File: src/rtl/apb3_pkg.sv
`default_nettype none
// ============================================================================
//  Module      : apb3_pkg
//  Description : Shared types and sizing helpers for the queued APB3
//                requester: FSM state encoding, counter/pointer widths and
//                the packed layouts of command and response FIFO entries.
//  Revision    : 1.0 - initial release
// ============================================================================
package apb3_pkg;

    // APB3 requester phases, explicitly encoded in two bits.
    typedef enum logic [1:0] {
        S_IDLE   = 2'd0,
        S_SETUP  = 2'd1,
        S_ACCESS = 2'd2
    } apb3_state_e;

    // True when v is a non-zero power of two.
    function automatic bit is_pow2(input int unsigned v);
        return (v != 32'd0) && ((v & (v - 32'd1)) == 32'd0);
    endfunction

    // Occupancy counter width: must represent 0..depth inclusive.
    function automatic int unsigned cnt_width(input int unsigned depth);
        return $clog2(depth) + 32'd1;
    endfunction

    // Pointer width; a single-entry FIFO still needs a one-bit pointer.
    function automatic int unsigned ptr_width(input int unsigned depth);
        return (depth > 32'd1) ? $clog2(depth) : 32'd1;
    endfunction

    // Command entry layout: {write, addr, wdata}.
    function automatic int unsigned cmd_width(input int unsigned aw, input int unsigned dw);
        return 32'd1 + aw + dw;
    endfunction

    // Response entry layout: {rdata, error, timeout}.
    function automatic int unsigned rsp_width(input int unsigned dw);
        return dw + 32'd2;
    endfunction

endpackage
`default_nettype wire

File: src/rtl/apb3_sync_fifo.sv
`default_nettype none
// ============================================================================
//  Module      : apb3_sync_fifo
//  Description : Single-clock FIFO with synchronous reset, full/empty flags
//                and an occupancy count. Push and pop in the same cycle are
//                both honoured; the head entry is visible combinationally.
//  Revision    : 1.0 - initial release
// ============================================================================
module apb3_sync_fifo
    import apb3_pkg::*;
#(
    parameter int unsigned WIDTH = 8,
    parameter int unsigned DEPTH = 4
) (
    input  logic                          clk,
    input  logic                          rst,
    input  logic                          i_push,
    input  logic [WIDTH-1:0]              i_wdata,
    input  logic                          i_pop,
    output logic [WIDTH-1:0]              o_rdata,
    output logic                          o_full,
    output logic                          o_empty,
    output logic [cnt_width(DEPTH)-1:0]   o_count
);

    localparam int unsigned PW = ptr_width(DEPTH);
    localparam int unsigned CW = cnt_width(DEPTH);

    generate
        if (!is_pow2(DEPTH)) begin : g_bad_depth
            $error("apb3_sync_fifo: DEPTH must be a power of two");
        end
    endgenerate

    logic [WIDTH-1:0] r_mem [DEPTH];
    logic [PW-1:0]    r_wr_ptr;
    logic [PW-1:0]    r_rd_ptr;
    logic [CW-1:0]    r_count;
    logic             w_push;
    logic             w_pop;

    // Pointer advance with explicit wrap so non-full-range pointers stay in bounds.
    function automatic logic [PW-1:0] next_ptr(input logic [PW-1:0] p);
        return (p == PW'(DEPTH - 32'd1)) ? '0 : p + PW'(1);
    endfunction

    assign o_full  = (r_count == CW'(DEPTH));
    assign o_empty = (r_count == '0);
    assign o_count = r_count;
    assign o_rdata = r_mem[r_rd_ptr];
    assign w_push  = i_push && !o_full;
    assign w_pop   = i_pop && !o_empty;

    // Storage array; contents need no reset because pointers define validity.
    always_ff @(posedge clk) begin
        if (w_push) begin
            r_mem[r_wr_ptr] <= i_wdata;
        end
    end

    // Pointer and occupancy bookkeeping.
    always_ff @(posedge clk) begin
        if (rst) begin
            r_wr_ptr <= '0;
            r_rd_ptr <= '0;
            r_count  <= '0;
        end else begin
            if (w_push) begin
                r_wr_ptr <= next_ptr(r_wr_ptr);
            end
            if (w_pop) begin
                r_rd_ptr <= next_ptr(r_rd_ptr);
            end
            case ({w_push, w_pop})
                2'b10:   r_count <= r_count + CW'(1);
                2'b01:   r_count <= r_count - CW'(1);
                default: r_count <= r_count;
            endcase
        end
    end

endmodule
`default_nettype wire

File: src/rtl/apb3_requester_queued.sv
`default_nettype none
// ============================================================================
//  Module      : apb3_requester_queued
//  Description : APB3 requester with a command FIFO in front of the bus FSM
//                and a response FIFO behind it. A response credit check
//                before each SETUP guarantees every completion has room, so
//                pready is never back-pressured. Optional back-to-back issue
//                and a per-transfer ACCESS timeout.
//  Revision    : 1.0 - initial release
// ============================================================================
module apb3_requester_queued
    import apb3_pkg::*;
#(
    parameter int unsigned ADDR_WIDTH     = 32,
    parameter int unsigned DATA_WIDTH     = 32,
    parameter int unsigned CMD_DEPTH      = 4,
    parameter int unsigned RSP_DEPTH      = 2,
    parameter int unsigned BACK_TO_BACK   = 1,
    parameter int unsigned TIMEOUT_CYCLES = 256
) (
    input  logic                  pclk,
    input  logic                  preset,
    input  logic                  req_valid,
    output logic                  req_ready,
    input  logic                  req_write,
    input  logic [ADDR_WIDTH-1:0] req_addr,
    input  logic [DATA_WIDTH-1:0] req_wdata,
    output logic                  rsp_valid,
    input  logic                  rsp_ready,
    output logic [DATA_WIDTH-1:0] rsp_rdata,
    output logic                  rsp_error,
    output logic                  rsp_timeout,
    output logic [ADDR_WIDTH-1:0] paddr,
    output logic                  psel,
    output logic                  penable,
    output logic                  pwrite,
    output logic [DATA_WIDTH-1:0] pwdata,
    input  logic                  pready,
    input  logic [DATA_WIDTH-1:0] prdata,
    input  logic                  pslverr,
    output logic                  busy
);

    localparam int unsigned CMD_W  = cmd_width(ADDR_WIDTH, DATA_WIDTH);
    localparam int unsigned RSP_W  = rsp_width(DATA_WIDTH);
    localparam int unsigned CMD_CW = cnt_width(CMD_DEPTH);
    localparam int unsigned RSP_CW = cnt_width(RSP_DEPTH);
    localparam int unsigned RSP_SW = RSP_CW + 32'd1;
    localparam int unsigned WAIT_W = (TIMEOUT_CYCLES > 32'd0) ? $clog2(TIMEOUT_CYCLES + 32'd1) : 32'd1;

    generate
        if ((DATA_WIDTH < 32'd8) || (DATA_WIDTH > 32'd64)) begin : g_bad_dw
            $error("apb3_requester_queued: DATA_WIDTH must be 8..64");
        end
        if (CMD_DEPTH < 32'd2) begin : g_bad_cmd_depth
            $error("apb3_requester_queued: CMD_DEPTH must be at least 2");
        end
    endgenerate

    apb3_state_e         r_state;
    logic [WAIT_W-1:0]   r_wait_cnt;

    logic                w_cmd_push;
    logic                w_cmd_empty;
    logic                w_cmd_full;
    logic [CMD_CW-1:0]   w_cmd_count;
    logic [CMD_CW-1:0]   w_cmd_next;
    logic [CMD_W-1:0]    w_cmd_head;
    logic                w_head_write;
    logic [ADDR_WIDTH-1:0] w_head_addr;
    logic [DATA_WIDTH-1:0] w_head_wdata;

    logic                w_rsp_push;
    logic                w_rsp_pop;
    logic                w_rsp_empty;
    logic                w_rsp_full;
    logic [RSP_CW-1:0]   w_rsp_count;
    logic [RSP_W-1:0]    w_rsp_wdata;
    logic [RSP_W-1:0]    w_rsp_head;

    logic                w_in_access;
    logic [RSP_SW-1:0]   w_credit_sum;
    logic                w_credit_ok;
    logic                w_timeout_hit;
    logic                w_issue;

    assign w_cmd_push   = req_valid && req_ready;
    assign w_head_write = w_cmd_head[CMD_W-1];
    assign w_head_addr  = w_cmd_head[DATA_WIDTH +: ADDR_WIDTH];
    assign w_head_wdata = w_cmd_head[DATA_WIDTH-1:0];

    apb3_sync_fifo #(
        .WIDTH (CMD_W),
        .DEPTH (CMD_DEPTH)
    ) u_cmd_fifo (
        .clk     (pclk),
        .rst     (preset),
        .i_push  (w_cmd_push),
        .i_wdata ({req_write, req_addr, req_wdata}),
        .i_pop   (w_issue),
        .o_rdata (w_cmd_head),
        .o_full  (w_cmd_full),
        .o_empty (w_cmd_empty),
        .o_count (w_cmd_count)
    );

    assign w_rsp_pop   = rsp_valid && rsp_ready;
    assign rsp_valid   = !w_rsp_empty;
    assign rsp_rdata   = w_rsp_head[RSP_W-1:2];
    assign rsp_error   = w_rsp_head[1];
    assign rsp_timeout = w_rsp_head[0];

    apb3_sync_fifo #(
        .WIDTH (RSP_W),
        .DEPTH (RSP_DEPTH)
    ) u_rsp_fifo (
        .clk     (pclk),
        .rst     (preset),
        .i_push  (w_rsp_push),
        .i_wdata (w_rsp_wdata),
        .i_pop   (w_rsp_pop),
        .o_rdata (w_rsp_head),
        .o_full  (w_rsp_full),
        .o_empty (w_rsp_empty),
        .o_count (w_rsp_count)
    );

    // Responses already stored (net of this cycle's pop) plus the transfer on the bus.
    assign w_in_access   = (r_state == S_ACCESS);
    assign w_credit_sum  = {1'b0, w_rsp_count} - RSP_SW'(w_rsp_pop) + RSP_SW'(r_state != S_IDLE);
    assign w_credit_ok   = (w_credit_sum < RSP_SW'(RSP_DEPTH));
    assign w_timeout_hit = (TIMEOUT_CYCLES != 32'd0) && w_in_access && !pready &&
                           (r_wait_cnt == WAIT_W'(TIMEOUT_CYCLES - 32'd1));
    assign w_issue       = !w_cmd_empty && w_credit_ok &&
                           ((r_state == S_IDLE) ||
                            (w_in_access && pready && (BACK_TO_BACK != 32'd0)));
    assign w_rsp_push    = w_in_access && (pready || w_timeout_hit);
    assign busy          = (r_state != S_IDLE) || !w_cmd_empty || !w_rsp_empty;

    // Response entry: completion data (zeroed for writes and errors) or a timeout marker.
    always_comb begin
        w_rsp_wdata = '0;
        if (pready) begin
            w_rsp_wdata = {((!pwrite && !pslverr) ? prdata : {DATA_WIDTH{1'b0}}), pslverr, 1'b0};
        end else begin
            w_rsp_wdata = {{DATA_WIDTH{1'b0}}, 1'b1, 1'b1};
        end
    end

    // Registered ready: reflects whether the FIFO will have space after this edge.
    assign w_cmd_next = w_cmd_count + CMD_CW'(w_cmd_push) - CMD_CW'(w_issue);
    always_ff @(posedge pclk) begin
        if (preset) begin
            req_ready <= 1'b0;
        end else begin
            req_ready <= (w_cmd_next != CMD_CW'(CMD_DEPTH));
        end
    end

    // APB phase sequencer; paddr/pwrite/pwdata double as the issue register.
    always_ff @(posedge pclk) begin
        if (preset) begin
            r_state    <= S_IDLE;
            r_wait_cnt <= '0;
            psel       <= 1'b0;
            penable    <= 1'b0;
            pwrite     <= 1'b0;
            paddr      <= '0;
            pwdata     <= '0;
        end else begin
            case (r_state)
                S_IDLE: begin
                    if (w_issue) begin
                        r_state    <= S_SETUP;
                        r_wait_cnt <= '0;
                        psel       <= 1'b1;
                        penable    <= 1'b0;
                        pwrite     <= w_head_write;
                        paddr      <= w_head_addr;
                        pwdata     <= w_head_wdata;
                    end
                end
                S_SETUP: begin
                    r_state <= S_ACCESS;
                    penable <= 1'b1;
                end
                S_ACCESS: begin
                    if (pready && w_issue) begin
                        r_state    <= S_SETUP;
                        r_wait_cnt <= '0;
                        penable    <= 1'b0;
                        pwrite     <= w_head_write;
                        paddr      <= w_head_addr;
                        pwdata     <= w_head_wdata;
                    end else if (pready || w_timeout_hit) begin
                        r_state <= S_IDLE;
                        psel    <= 1'b0;
                        penable <= 1'b0;
                        pwrite  <= 1'b0;
                        paddr   <= '0;
                        pwdata  <= '0;
                    end else begin
                        r_wait_cnt <= r_wait_cnt + WAIT_W'(1);
                    end
                end
                default: begin
                    r_state <= S_IDLE;
                    psel    <= 1'b0;
                    penable <= 1'b0;
                end
            endcase
        end
    end

endmodule
`default_nettype wire

File: config.mk
export PLATFORM = sky130hd
export DESIGN_NAME = apb3_requester_queued
export DESIGN_NICKNAME = d
export VERILOG_FILES = /design/src/rtl/apb3_pkg.sv /design/src/rtl/apb3_sync_fifo.sv /design/src/rtl/apb3_requester_queued.sv
export SDC_FILE = /design/constraint.sdc
export NUM_CORES = 1
export LEC_CHECK = 0
export BUFFER_PORTS_ARGS = -buffer_cell sky130_fd_sc_hd__buf_2
export CAP_MARGIN = 20
export CORE_UTILIZATION = 50
export CTS_CLUSTER_SIZE = 25
export DETAILED_ROUTE_END_ITERATION = 8
export PLACE_DENSITY = 0.81
export SLEW_MARGIN = 20
export SYNTH_ARGS = -nofsm -noshare
export SYNTH_HDL_FRONTEND = slang
export SYNTH_SLANG_ARGS = --single-unit
File: constraint.sdc
create_clock -name pclk -period 4.35 [get_ports pclk]
set_input_delay 0.435 -clock pclk [delete_from_list [all_inputs] [get_ports pclk]]
set_output_delay 0.435 -clock pclk [all_outputs]
set_load 0.02 [all_outputs]
Yosys cells after proc, flatten, opt, wreduce, memory -nomap -nowiden --
Memory sizes are Yosys's and may differ from the RTL's. A register that Yosys moved wholly into a read port is not among the register bits. Index checks and enable logic that the tools add are counted.
Word-level totals: output and inout bits 104, RAM bits 328, input port bits 103, memories kept 2, register bits after elaboration 90, logic and storage cells 125
Cells by class: equality and inequality tests 17, bitwise operators 1, order comparisons 1, reduce and logical (&&, ||, !) cells 36, mux-type cells 41, add/subtract/negate cells 13
Memory list:
- u_cmd_fifo.r_mem | depth 4, bits a word 65, rd ports 1, clocked after Yosys merged registers in 1, write ports 1, RTL line apb3_sync_fifo.sv:35 | logic [WIDTH-1:0] r_mem [DEPTH];
- u_rsp_fifo.r_mem | depth 2, bits a word 34, rd ports 1, clocked after Yosys merged registers in 1, write ports 1, RTL line apb3_sync_fifo.sv:35
Operator list (count):
- 32-bit two-way mux | 6
- 32-bit case mux with 2 select lines | 2
- 34-bit two-way mux | 1
- 9-bit two-way mux | 3
- 9-bit case mux with 2 select lines | 1
- 1-bit two-way mux | 15
- 1-bit logical AND | 14
- 2-bit two-way mux | 7
- 2-bit equality test, second input constant | 6
- 9-bit by 1-bit adder with 9-bit output, second input constant | 1
- 9-bit by 8-bit equality test with 1-bit output, second input constant | 1
- 2-bit nonzero test | 4
- 1-bit logical NOT | 7
- 2-bit by 1-bit adder with 2-bit output, second input constant | 3
- 3-bit by 1-bit adder with 3-bit output | 2
- 2-bit by 1-bit equality test with 1-bit output, second input constant | 3
- 1-bit case mux with 3 select lines | 2
- 2-bit case mux with 3 select lines | 1
- 3-bit case mux with 2 select lines | 1
- 3-bit AND reduction | 2
- 2-bit logical NOT | 2
- 1-bit logical OR | 4
- 2-bit by 1-bit != test with 1-bit output, second input constant | 2
- 2-bit case mux with 2 select lines | 1
- other kinds (17) | 18

Depth between registers and ports, before layout --
Gate-level depths: netlist of the first run.
depth in word-level cells 11, gate-level depth with buffers 17, depth with buffers taken out 16

Cells and area by module --
Synthesis of the first run repeated with hierarchy kept, for this count alone.
Second synthesis, totals: cell total of the unflattened synthesis 806, area, all modules 15628.7 sq um
Modules (own cells, without submodules):
- apb3_sync_fifo (u_cmd_fifo) | instances 1, cells an instance 393, area an instance 9870.7 sq um
- apb3_requester_queued | instances 1, cells an instance 281, area an instance 3089.2 sq um
- apb3_sync_fifo (u_rsp_fifo) | instances 1, cells an instance 132, area an instance 2668.8 sq um

Worst setup path after synthesis of the first run --
Ideal clock, no wire load.
kind register to register, start register u_rsp_fifo.r_count[1], in the netlist u_rsp_fifo.o_count[1], end register req_ready, slack 0.529 ns, library setup time 0.128 ns, cell stages (with the launch flop) 18, required time 4.222 ns, arrival 3.694 ns, period minus slack after synthesis 3.821 ns, path buffers 1, cell sequence dfxtp_1 or2_2 and2_1 ha_1 o21bai_1 fa_1 nor2b_1 nand4_1 buf_2 inv_1 ha_1 inv_1 ha_1 fa_1 xnor2_1 xnor2_1 nor3_1 nor2_1
Between the ends: word-level cells in the longest chain between the ends 10
Ends and longest elaborated chain:
- start: declaration | RTL line apb3_sync_fifo.sv:38 | logic [CW-1:0] r_count;
- start signal: assignment | RTL line apb3_sync_fifo.sv:75 | 2'b10: r_count <= r_count + CW'(1);
- start signal: assignment | RTL line apb3_sync_fifo.sv:76 | 2'b01: r_count <= r_count - CW'(1);
- start signal: assignment | RTL line apb3_sync_fifo.sv:77 | default: r_count <= r_count;
- 2-bit logical NOT | RTL line apb3_sync_fifo.sv:48 | assign o_empty = (r_count == '0);
- 1-bit logical NOT | RTL line apb3_requester_queued.sv:108 | assign rsp_valid = !w_rsp_empty;
- named net rsp_valid | RTL line apb3_requester_queued.sv:28 | output logic rsp_valid,
- 1-bit logical AND | RTL line apb3_requester_queued.sv:107 | assign w_rsp_pop = rsp_valid && rsp_ready;
- 2-bit by 1-bit subtractor with 3-bit output | RTL line apb3_requester_queued.sv:130 | assign w_credit_sum = {1'b0, w_rsp_count} - RSP_SW'(w_rsp_pop) + RSP_SW'(r_state != S_IDLE);
- 3-bit by 1-bit adder with 3-bit output | RTL line apb3_requester_queued.sv:130
- 3-bit by 2-bit less-than comparator with 1-bit output | RTL line apb3_requester_queued.sv:131 | assign w_credit_ok = (w_credit_sum < RSP_SW'(RSP_DEPTH));
- 1-bit logical AND (2 in series) | RTL line apb3_requester_queued.sv:134 | assign w_issue = !w_cmd_empty && w_credit_ok &&
- 3-bit by 1-bit subtractor with 3-bit output | RTL line apb3_requester_queued.sv:151 | assign w_cmd_next = w_cmd_count + CMD_CW'(w_cmd_push) - CMD_CW'(w_issue);
- 3-bit != test | RTL line apb3_requester_queued.sv:156 | req_ready <= (w_cmd_next != CMD_CW'(CMD_DEPTH));
- end signal: assignment | RTL line apb3_requester_queued.sv:156
- end: declaration | RTL line apb3_requester_queued.sv:24 | output logic req_ready,
The timed path passes the listed nets, and every way through them passes these cells. A chain may end at the register's enable or synchronous reset.

Final worst setup path of the first run --
start register u_rsp_fifo.r_count[1], in the netlist u_rsp_fifo.o_count[1], end register req_ready
Between the ends: word-level cells in the longest chain between the ends 10
Ends and longest elaborated chain (RTL line):
- 2-bit logical NOT | apb3_sync_fifo.sv:48
- 1-bit logical NOT | apb3_requester_queued.sv:108
- 1-bit logical AND | apb3_requester_queued.sv:107
- 2-bit by 1-bit subtractor with 3-bit output * | apb3_requester_queued.sv:130
- 3-bit by 1-bit adder with 3-bit output * | apb3_requester_queued.sv:130
- 3-bit by 2-bit less-than comparator with 1-bit output * | apb3_requester_queued.sv:131
- 1-bit logical AND * (2 in series) | apb3_requester_queued.sv:134
- 3-bit by 1-bit subtractor with 3-bit output * | apb3_requester_queued.sv:151
- 3-bit != test * | apb3_requester_queued.sv:156
Mark *: on every way between the ends. The rest lies on a longest branch, timed or not.

==> qor.txt, run 1 <==
Comb power frac = 23.8%
Yosys top cell area share = 63.6%
unrepaired setup endpoints after global routing = no
max-cap viol count = 0
Seq/Total Area, Yosys = 75.5%
Placed Cells = 1372
most area-consuming cells after synthesis = edfxtp_1 64%, dfxtp_1 12%, mux4_2 9.5%
Worst-path clk slew = 0.06 ns
Core Rows = 64
total power draw = 11900 uW
Yosys reg bits = 420
Setup Fix Bufs, Post-CTS = 0
fmax = 264 MHz
internal power = 8380 uW
grt total ovfl = 0
H-tree levels = 2
status = completed
fin cells = 1453
Worst-Skew Late Latency = 0.53 ns
Sw Share = 29.3%
slew margin rel. = 29.3%
warnings from Yosys = 0
Slew Limit Fails = 0
first-pass GRT wire length = 45700 microns
chip width = 178 microns
number of failing hold endpoints at the final stage = 0
worst slew pin tran = 1.06 ns
most common cell after layout, fill and taps aside = edfxtp_1
Die Area = 0.0317 sq mm
Yosys cell types = 46
CP most frequent cell = ha_1
Tmin final = 3.79 ns
Fin Setup TNS = 0 ns
Bufs on Longest Clock Path = 3
gpl congestion = 0.778
Layout area overhead = 18.7%
Worst path max stage delay = 0.52 ns
Cell Pwr Density = 646 mW/mm^2
CTS tree = done
most frequent cells in the layout = 328 x edfxtp_1, 206 x buf_2, 90 x dfxtp_1
# setup viols final = 0
asr flop ratio synth = 0%
CP max FO = 7
Flop pwr share = 45.6%
Antenna Nets Post-Route = 0
vias in the first global route = 8330
hold crit path type = input pin to flip-flop
leakage = 0.00658 uW
VDD IR max = 0.000512 V
multi-input logic area = 0.00355 sq mm
Post-synth EDFFs = 328
Initial Util = 50.7%
Post-Syn Area = 0.0155 sq mm
Min Hold Slack = 0.113 ns
hold buffers post-CTS = 0
Critical Path RT = 4.75 ns
hold depth = 1
Root Buffer = clkbuf_16
DRT iter0 DRCs = 514
DRC = 0
# clock sinks = 420
Post-Route WL = 29800 microns
Pre-antenna DRT Iters = 4
Arr. time, crit path = 4.18 ns
Clock Skew = 0.0166 ns
GRT Util Overall = 19.1%
startpoint types = flip-flop
Num CTS Buffers = 42
Reg2Reg Depth = 16
I/O Buffers = 206
Avg Inst Size Synth = 19.4 sq um
Ports = 207
core area = 0.0305 sq mm
critical path's slowest cell = fa_1
Clock power frac = 30.6%
post_cts resized = 0
P_sw = 3480 uW
Mapped Cells = 799
DP HPWL = 17500 microns
pin count of the biggest net entering global routing = 66
final net count = 1138
DR vias = 7973
drt wl/cell = 20.5 microns
net count after synthesis = 917
Critical Path, Cell by Cell = or2_2 > and2_1 > ha_1 > o21bai_1 > fa_1 > nor2b_1 > nand4_1 > inv_1 > ha_1 > inv_1 > ha_1 > fa_1 > xnor2_1 > xnor2_1 > nor3_1 > nor2_1
Die Ht = 178 microns
Post-synth top flop = edfxtp_1
initial antenna violation count = 3
Setup crit end kind = flip-flop
share of cells above drive strength 1 = 37.0%
register area = 0.0117 sq mm
Worst Setup Path Type = flip-flop to flip-flop
area leader, netlist = edfxtp_1
crit share post-route = 87.0%
fillers = 2197
vias per cell = 5.49
-- stage by stage --
stage / util, % / cell area [sq um] / setup slack [ns]
6_report: 60.2 / 18400 / 0.564
3_3_place_gp: 55.5 / 16900 / 0.650
4_1_cts: 60.2 / 18400 / 0.532
2_1_floorplan: - / 15500 / 0.529
3_5_place_dp: 55.5 / 16900 / 0.576
5_1_grt: 60.2 / 18400 / 0.268
-- sequential cells by signal (all words and copies together), names as in the netlist, 2 cells and up, named ones only --
signal and cells:
u_cmd_fifo.r_mem 260, u_rsp_fifo.r_mem 68, paddr 32, pwdata 32
r_wait_cnt 9, u_cmd_fifo.o_count 3, u_cmd_fifo.r_rd_ptr 2, u_cmd_fifo.r_wr_ptr 2
u_rsp_fifo.o_count 2
-- Yosys cell counts (2+ instances only) --
cell type / n
nand2_1: 10
xnor2_1: 7
buf_2: 12
a21oi_1: 11
nor3_1: 5
edfxtp_1: 328
nor2_1: 22
buf_6: 5
o21ai_0: 4
buf_1: 2
ha_1: 12
mux2_2: 34
nand3_1: 3
clkbuf_1: 22
a22o_1: 66
dfxtp_1: 92
fa_1: 3
a311oi_1: 4
or3_1: 3
inv_1: 13
and3_1: 4
and2_1: 38
o21bai_1: 2
nand2b_1: 6
xor2_1: 3
mux2i_1: 4
mux4_2: 65
-- layout make-up --
type | instances | area share, %
Antenna cell | 3 | 0.0409
Clock buffer | 64 | 6.67
Clock inverter | 14 | 1.02
Inverter | 13 | 0.266
Multi-Input combinational cell | 324 | 19.3
Sequential cell | 420 | 63.7
Tap cell | 396 | 2.70
Timing Repair Buffer | 219 | 6.28
-- layer usage --
metal / GRT usage [%] / wire, microns / up-vias
li1: - / - / 3635
met1: 24.1 / 12000 / 4037
met2: 32.0 / 14700 / 250
met3: 6.00 / 2520 / 49
met4: 4.56 / 540 / 2
met5: 0 / 13 / -
-- cells by family (layout without fill, tap and decap cells) --
family / Yosys count / after routing / share of synthesized area (%)
AO/OA/AOI/OAI: 95 / 95 / 4.99
XOR/XNOR: 10 / 10 / 0.566
adder cells (fa/ha/maj): 15 / 15 / 1.36
buffers and inverters: 55 / 310 / 1.70
flip-flops: 420 / 420 / 75.5
multiplexers: 103 / 103 / 12.2
other: 0 / 3 / 0
AND/OR/NAND/NOR: 101 / 101 / 3.66
-- path summary, 6_finish.rpt --
kind | from | end | slack (ns)
setup reg to reg | u_rsp_fifo.o_count[1]$_SDFFE_PP0P_ | req_ready$_SDFF_PP0_ | 0.56
hold reg to reg | pwdata[16]$_SDFFE_PP0P_ | pwdata[16]$_SDFFE_PP0P_ | 0.48
hold / removal | req_addr[24] | u_cmd_fifo.r_mem[2][56]$_DFFE_PP_ | 0.11
setup / recovery | u_rsp_fifo.o_count[1]$_SDFFE_PP0P_ | req_ready$_SDFF_PP0_ | 0.56
-- power by group through the flow --
stage / clock, uW / combinational (uW) / sequential (uW)
2_1_floorplan: 0 / 1680 / 5680
3_5_place_dp: 0 / 2850 / 5490
3_3_place_gp: 0 / 2800 / 5460
5_1_grt: 3850 / 3060 / 5500
6_report: 3630 / 2820 / 5410
4_1_cts: 3700 / 2860 / 5420
-- critical path, delay by kind of cell (launching register included) --
| family | cells | cell delay, ns |
|---|---|---|
| adders and majority gates | 5 | 1.70 |
| and+or+nand+nor | 6 | 1.03 |
| DFF | 1 | 0.38 |
| xor gates and xnor gates | 2 | 0.28 |
| AOI/OAI and AO/OA | 1 | 0.17 |
| buffers and inverters | 2 | 0.09 |
No activity file was read; power rests on OpenSTA's default activity.
==> inputs of run 2 (changes only) <==
Settings changed: RECOVER_POWER set to 25.
Clock period 4.35 ns to 4.1 ns, I/O delays scaled along.
==> qor.txt, run 2 (synthesis gave the netlist of run 1 again) <==
hold buffers post-CTS = 0 (unchanged)
startpoint types = flip-flop
Critical Path RT = 4.49 ns (-0.26 ns)
leakage = 0.00640 uW (-2.7%)
H-tree levels = 2 (unchanged)
Arr. time, crit path = 4.12 ns (-0.06 ns)
share of cells above drive strength 1 = 31.7% (-5.3 points)
Ports = 207 (unchanged)
Bufs and invs on worst path = 2 (unchanged)
grt total ovfl = 0 (unchanged)
Core Rows = 64 (unchanged)
Bufs on Longest Clock Path = 3 (unchanged)
Die Ht = 178 microns (unchanged)
met3 usage = 5.87% (-0.13 points)
DRT iter0 DRCs = 521 (+1.4%)
CTS tree = done
hold crit path type = input pin to flip-flop
family with the most delay on the worst path = adder cells
Worst-path clk slew = 0.06 ns (about the same)
Tmin final = 3.73 ns (-0.0536 ns)
post_cts resized = 0 (unchanged)
Biggest register = u_cmd_fifo.r_mem
Largest register FFs = 260 (unchanged)
I/O Buffers = 206 (unchanged)
crit share post-route = 91.0% (+4.0 points)
Die Area = 0.0317 sq mm (unchanged)
Slew Limit Fails = 0 (unchanged)
# setup viols final = 0 (unchanged)
core area = 0.0305 sq mm (unchanged)
Critical Path, Cell by Cell = or2_2 > and2_1 > ha_1 > o21bai_1 > fa_1 > nor2b_1 > nand4_1 > inv_1 > ha_1 > inv_1 > ha_1 > fa_1 > xnor2_1 > xnor2_1 > nor3_1 > nor2_1
slew margin rel. = 30.3% (+0.97 points)
multi-input logic area = 0.00355 sq mm (unchanged)
Initial Util = 50.7% (unchanged)
Worst path max stage delay = 0.51 ns (about the same)
critical path's slowest cell = fa_1
grt met1 use = 24.4% (+0.33 points)
# clock sinks = 420 (unchanged)
GRT Util Overall = 19.0% (-0.055 points)
Root Buffer = clkbuf_16
status = completed
met2 Use GR = 31.5% (-0.54 points)
vias in the first global route = 8346 (+0.19%)
DR vias = 7959 (-0.18%)
vias per cell = 5.47 (-0.24%)
fmax = 268 MHz (+1.4%)
Layout area overhead = 17.9%
Worst Setup Path Type = flip-flop to flip-flop
fillers = 2205 (+0.36%)
initial antenna violation count = 3 (unchanged)
gpl congestion = 0.802 (+3.1%)
worst slew pin tran = 1.05 ns (-0.0146 ns)
Pre-antenna DRT Iters = 5 (+1)
unrepaired setup endpoints after global routing = no
final core occ = 59.8% (-0.39 points)
Antenna Nets Post-Route = 0 (unchanged)
Worst-Skew Late Latency = 0.53 ns (about the same)
max-cap viol count = 0 (unchanged)
top flop regs = u_cmd_fifo.r_mem x260, u_rsp_fifo.r_mem x68
pin count of the biggest net entering global routing = 66 (unchanged)
register area = 0.0117 sq mm (unchanged)
Min Hold Slack = 0.109 ns (-0.00380 ns)
DP HPWL = 17600 microns (+0.50%)
chip width = 178 microns (unchanged)
Setup Fix Bufs, Post-CTS = 0 (unchanged)
Fin Setup TNS = 0 ns (unchanged)
Clock Skew = 0.0173 ns (+0.000643 ns)
number of failing hold endpoints at the final stage = 0 (unchanged)
CP most frequent cell = ha_1
CP max FO = 7 (unchanged)
VDD IR max = 0.000436 V (-15%)
most common cell after layout, fill and taps aside = edfxtp_1
Cell Pwr Density = 681 mW/mm^2 (+5.4%)
first-pass GRT wire length = 45900 microns (+0.24%)
most frequent cells in the layout = 328 x edfxtp_1, 150 x buf_2, 90 x dfxtp_1
Setup crit end kind = flip-flop
drt wl/cell = 20.6 microns (+0.18%)
Post-Route WL = 29900 microns (+0.25%)
DRC = 0 (unchanged)
Num CTS Buffers = 42 (unchanged)
final net count = 1139 (+0.088%)
GRT busiest layer = met2
-- run 2: changes by cell type in the layout (fill, tap and decap cells not counted), moves of 2 or more --
cell and delta:
bufinv_16 -2, clkbuf_1 +55, buf_2 -56, clkinv_1 +2
-- run 2: worst paths after layout --
kind	start	endpoint	slack, ns	cells after the start
max	u_rsp_fifo.o_count[1]$_SDFFE_PP0P_	req_ready$_SDFF_PP0_	0.37	16
max reg2reg	u_rsp_fifo.o_count[1]$_SDFFE_PP0P_	req_ready$_SDFF_PP0_	0.37	16
min reg2reg	paddr[8]$_SDFFE_PP0P_	paddr[8]$_SDFFE_PP0P_	0.48	1
min	req_addr[13]	u_cmd_fifo.r_mem[3][45]$_DFFE_PP_	0.11	1
-- run 2: layer usage --
metal	vias up	routed length (microns)
met4	2	430
met3	35	2500
met2	249	14500
li1	3633	-
met5	-	15
met1	4040	12400
-- run 2: through the flow --
stage	area (sq um)	setup WS (ns)	cells	total power, uW
5_1_grt	18200	0.123	1452	13000
3_5_place_dp	17000	0.348	1373	8850
3_3_place_gp	17000	0.423	1373	8780
6_report	18200	0.367	1454	12400
4_1_cts	18300	0.332	1451	12600
2_1_floorplan	15500	0.279	799	7810
-- run 2: report_power, final --
group / internal (uW) / leakage [uW] / total, uW / switching [uW]
Clock: 2170 / 0.000660 / 3690 / 1510
Sequential: 5290 / 0.00374 / 5730 / 436
Combinational: 1270 / 0.00200 / 3010 / 1730
Total: 8740 / 0.00640 / 12400 / 3680
-- run 2: worst reg2reg max path: stages (launching register included) --
cell and delay (ns):
dfxtp_1 0.38, or2_2 0.34, and2_1 0.20, ha_1 0.29
o21bai_1 0.17, fa_1 0.51, nor2b_1 0.16, nand4_1 0.12
inv_1 0.05, ha_1 0.26, inv_1 0.04, ha_1 0.20
fa_1 0.40, xnor2_1 0.15, xnor2_1 0.13, nor3_1 0.15
nor2_1 0.06
-- run 2: final cells by class --
type,instances,share of cell area [%]
tap,396,2.72
timing repair buffer,220,5.98
antenna,3,0.0411
clock buffer,62,6.62
sequential,420,64.1
multi-input combinational,324,19.5
inverter,13,0.267
clock inverter,16,0.809
